$ cat config.mk
export PLATFORM = sky130hd
export DESIGN_NAME = bcd_to_bin_seq
export DESIGN_NICKNAME = d
export VERILOG_FILES = /design/src/rtl/bcd_to_bin_seq.sv
export SDC_FILE = /design/constraint.sdc
export NUM_CORES = 1
export LEC_CHECK = 0
export CAP_MARGIN = 5
export CORE_UTILIZATION = 55
export CTS_BUF_LIST = sky130_fd_sc_hd__clkbuf_4
export CTS_CLUSTER_DIAMETER = 100
export CTS_CLUSTER_SIZE = 40
export DETAILED_ROUTE_END_ITERATION = 7
export GPL_TIMING_DRIVEN = 0
export PLACE_DENSITY = 0.85
export SYNTH_ARGS = -nofsm -noshare
export SYNTH_HDL_FRONTEND = slang
export SYNTH_SLANG_ARGS = --single-unit
$ cat constraint.sdc
create_clock -name i_clk -period 4.2 [get_ports i_clk]
set_input_delay 0.42 -clock i_clk [delete_from_list [all_inputs] [get_ports i_clk]]
set_output_delay 0.42 -clock i_clk [all_outputs]
set_load 0.02 [all_outputs]
$ cat src/rtl/bcd_to_bin_seq.sv
// Sequential BCD-to-binary converter (reverse double-dabble, one shift per clock).
// Define BCD_VALID_CHECK_EN to reject digits > 9 with o_err and an early o_done.
module bcd_to_bin_seq #(
  parameter int unsigned N_DIGITS = 2,
  parameter int unsigned BIN_W    = 7
) (
  input  logic                    i_clk,
  input  logic                    i_rst,
  input  logic                    i_start,
  input  logic [4*N_DIGITS-1:0]   i_bcd,
  output logic                    o_busy,
  output logic                    o_done,
  output logic [BIN_W-1:0]        o_bin,
  output logic                    o_err
);

  localparam int unsigned BCD_W  = 4 * N_DIGITS;
  localparam int unsigned WORK_W = BCD_W + BIN_W;
  localparam int unsigned CNT_W  = $clog2(BIN_W + 1);

  typedef enum logic [1:0] {IDLE, LOAD, SHIFT, DONE} state_t;

  state_t              state_q, state_d;
  logic [WORK_W-1:0]   work_q, work_d, shifted;
  logic [CNT_W-1:0]    cnt_q, cnt_d;
  logic                err_q, err_d;
  logic                busy_d, done_d, out_err_d;
  logic [BIN_W-1:0]    bin_d;
  logic                bad_digit;

  // One reverse double-dabble step: shift right, then correct each digit >= 8
  always_comb begin
    shifted = work_q >> 1;
    for (int k = 0; k < int'(N_DIGITS); k++) begin
      if (shifted[BIN_W + 4*k + 3])
        shifted[BIN_W + 4*k +: 4] = shifted[BIN_W + 4*k +: 4] - 4'd3;
    end
  end

`ifdef BCD_VALID_CHECK_EN
  always_comb begin
    bad_digit = 1'b0;
    for (int k = 0; k < int'(N_DIGITS); k++) begin
      if (work_q[BIN_W + 4*k +: 4] > 4'd9) bad_digit = 1'b1;
    end
  end
`else
  assign bad_digit = 1'b0;
`endif

  always_comb begin
    state_d   = state_q;
    work_d    = work_q;
    cnt_d     = cnt_q;
    err_d     = err_q;
    bin_d     = o_bin;
    out_err_d = o_err;
    done_d    = 1'b0;
    case (state_q)
      IDLE: begin
        if (i_start) begin
          work_d  = {i_bcd, BIN_W'(0)};
          err_d   = 1'b0;
          state_d = LOAD;
        end
      end
      LOAD: begin
        if (bad_digit) begin
          err_d   = 1'b1;
          state_d = DONE;
        end else begin
          cnt_d   = '0;
          state_d = SHIFT;
        end
      end
      SHIFT: begin
        work_d = shifted;
        cnt_d  = cnt_q + CNT_W'(1);
        if (cnt_q == CNT_W'(BIN_W - 1)) state_d = DONE;
      end
      DONE: begin
        bin_d     = err_q ? '0 : work_q[BIN_W-1:0];
        out_err_d = err_q;
        done_d    = 1'b1;
        state_d   = IDLE;
      end
      default: state_d = IDLE;
    endcase
    busy_d = (state_d == LOAD) || (state_d == SHIFT);
  end

  always_ff @(posedge i_clk) begin
    if (i_rst) begin
      state_q <= IDLE;
      work_q  <= '0;
      cnt_q   <= '0;
      err_q   <= 1'b0;
      o_busy  <= 1'b0;
      o_done  <= 1'b0;
      o_bin   <= '0;
      o_err   <= 1'b0;
    end else begin
      state_q <= state_d;
      work_q  <= work_d;
      cnt_q   <= cnt_d;
      err_q   <= err_d;
      o_busy  <= busy_d;
      o_done  <= done_d;
      o_bin   <= bin_d;
      o_err   <= out_err_d;
    end
  end

endmodule

==> flow_summary.json <==
{
  "nNetsFinal": 179,
  "synthFlopType": "dfxtp_1",
  "power.switching_uw": 144,
  "start_kind": "flop",
  "synth_area_leaders": "dfxtp_1, mux2i_1, nor2_1",
  "row_count": 16,
  "sw_frac_of_total_pct": 27.0,
  "cts_buffers": 5,
  "max_freq_ghz": 0.586,
  "place_inst": 182,
  "p_comb_share_pct": 14.0,
  "yosysUniqueCellTypes": 27,
  "root_buffer": "clkbuf_4",
  "htreeDepth": 2,
  "synth_nets": 154,
  "cp_data_required_time_ns": 3.78,
  "grt_pass1_vias": 944,
  "antenna_cells": 0,
  "drc": 0,
  "pwr-share-clk_pct": 31.1,
  "p_total_uw": 534,
  "wl_met1_um": 1050,
  "io_buffer_count": 18,
  "endpoint": "o_bin[4]",
  "grt_pass1_wl_um": 4000,
  "die_w_um": 49.7,
  "dr_wl_met3_um": 120,
  "hold_start": "work_q[7]",
  "rsz0062_at_grt": "no",
  "netlist_instances": 137,
  "drive_gt1_share_pct": 9.20,
  "synthTopCellsByCount": "dfxtp_1, nor2_1, mux2i_1, nand2_1, a21oi_1",
  "synth-edff-count": 0,
  "grt-ovfl-total": 0,
  "yosysSeqAreaShare_pct": 46.5,
  "wl_met2_um": 1110,
  "criticalPathCategory": "flop to primary output",
  "hold_buffers": 0,
  "initial_core_util_pct": 61.2,
  "r2r-end": "work_q[10]",
  "ant_nets": 0,
  "final_area_um2": 1520,
  "p_leak_nw": 0.572,
  "antenna_found_initial": 0,
  "highest_layer": "met4",
  "wire_per_inst_um": 12.3,
  "slew_violations": 0,
  "status": "complete, no violations",
  "clk_pin_slew_ns": 0.09,
  "dp_slack_ns": 2.32,
  "crit_buf_inv": 1,
  "cp_max_fo": 2,
  "cts_buffer_depth": 2,
  "peakVddDrop_uv": 290,
  "r2r_start": "state_q[0]",
  "area.growth.synth_to_final_pct": 21.5,
  "avgSynthCellArea_um2": 9.11,
  "finalCritPeriodShare_pct": 40.6,
  "grt.total_usage_pct": 22.0,
  "multi_input_area_um2": 601,
  "placed_area_um2": 1460,
  "rrSetupSlack_ns": 2.50,
  "worstSetupPathDepth": 1,
  "crit_path_end_kind": "primary output",
  "cts_setup_buffers": 0,
  "hold_path_class": "flop to flop",
  "wirelength_um": 2330,
  "yosysMostFrequentCell": "dfxtp_1",
  "gp_congestion": 0.861,
  "crit_start": "o_bin[4]",
  "finalSetupViolations": 0,
  "internal_power_uw": 390,
  "whs_ns": 0.458,
  "die_area_um2": 2470,
  "clock-sinks": 29,
  "num_vias": 1000,
  "grt_max_degree": 11,
  "die_h_um": 49.7,
  "critical-path-slowest-cell": "clkdlybuf4s50_1",
  "cpPeakStageDelay_ns": 0.62,
  "synth_top_area_share_pct": 46.5,
  "synth_top_cell_by_area": "dfxtp_1",
  "drv_cap": 0,
  "fin_tns_setup_ns": 0,
  "cts_resized": 0,
  "path_cells": "clkdlybuf4s50_1",
  "syn_area_um2": 1250,
  "drtIter0Drc": 23,
  "fin_ws_ns": 2.49,
  "seq_area_um2": 581,
  "powerDensity_nw_per_um2": 352,
  "yosysWarnings": 0,
  "dr.pass1.iters": 4,
  "cts_tree": "done",
  "rr_worst_depth": 6,
  "cp_data_arrival_time_ns": 1.29,
  "skew_ns": 0.00654,
  "fillerInstances": 169,
  "final_cells": 190,
  "vias_per_cell": 5.26,
  "post-route-util_pct": 74.3,
  "synth-async-reset-ratio_pct": 0,
  "ios": 21,
  "critPathTopFamily": "buffers and inverters",
  "post-dp-hpwl_um": 1610,
  "synth_seq_cells": 29,
  "period_minus_slack_ns": 1.71,
  "coreArea_um2": 2040,
  "insertion_delay_ns": 0.33,
  "pwr-share-seq_pct": 54.9,
  "hold_viol": 0
}
## metal layers
layer  global-route usage (%)  vias up
li1                         -      511
met1                     24.2      459
met2                     36.3       23
met3                     7.72        7
met4                     12.9        0
met5                        0        -
## flip-flops by register name, summed over array words and instances (netlist names)
name and count:
work_q 15, o_busy 1, cnt_q 3, o_bin 7, state_q 2, o_done 1
## kinds of logic after synthesis
kind of cell,count (synthesis),share of synthesized area (%)
other,1,0.300
XOR/XNOR,3,2.10
adder cells (fa/ha/maj),6,6.01
flip-flops,29,46.5
multiplexers,11,8.82
AND/OR/NAND/NOR,45,15.8
buffers and inverters,14,5.41
AO/OA/AOI/OAI,28,15.0
## worst min path at each step
stage                      end  slack (ns)  cells past startpoint
floorplan           work_q[14]        0.43                      2
global placement    work_q[14]        0.44                      2
detailed placement   work_q[7]        0.45                      2
CTS                  work_q[7]        0.46                      2
global route        work_q[14]        0.49                      2
finish               work_q[7]        0.46                      2
## cell usage in the layout (no fill, tap or decap), drive strengths merged, types with 2 or more instances in the layout
cell type,instances
dfxtp,29
nor2,24
clkdlybuf4s50,18
nand2,11
mux2i,11
a21oi,9
clkbuf,9
a22oi,7
ha,6
buf,6
inv,5
o21ai,4
nor2b,3
a211oi,3
xnor2,2
nand2b,2
o211ai,2
clkinv,2
## final cells by class
type	count	area share [%]
Buffer	9	3.22
Clock buffer	6	2.97
Clock inverter	2	0.660
Inverter	5	1.24
Multi-Input combinational cell	94	39.6
Sequential cell	29	38.3
Tap cell	27	2.23
Timing Repair Buffer	18	11.9
## power by group through the flow
stage | logic, mW | clock network, mW | registers [mW]
floorplan | 0.0504 | 0 | 0.300
global placement | 0.0727 | 0 | 0.299
detailed placement | 0.0738 | 0 | 0.300
CTS | 0.0748 | 0.170 | 0.293
global route | 0.0829 | 0.182 | 0.295
finish | 0.0747 | 0.166 | 0.293
(Power assumes the default switching activity.)
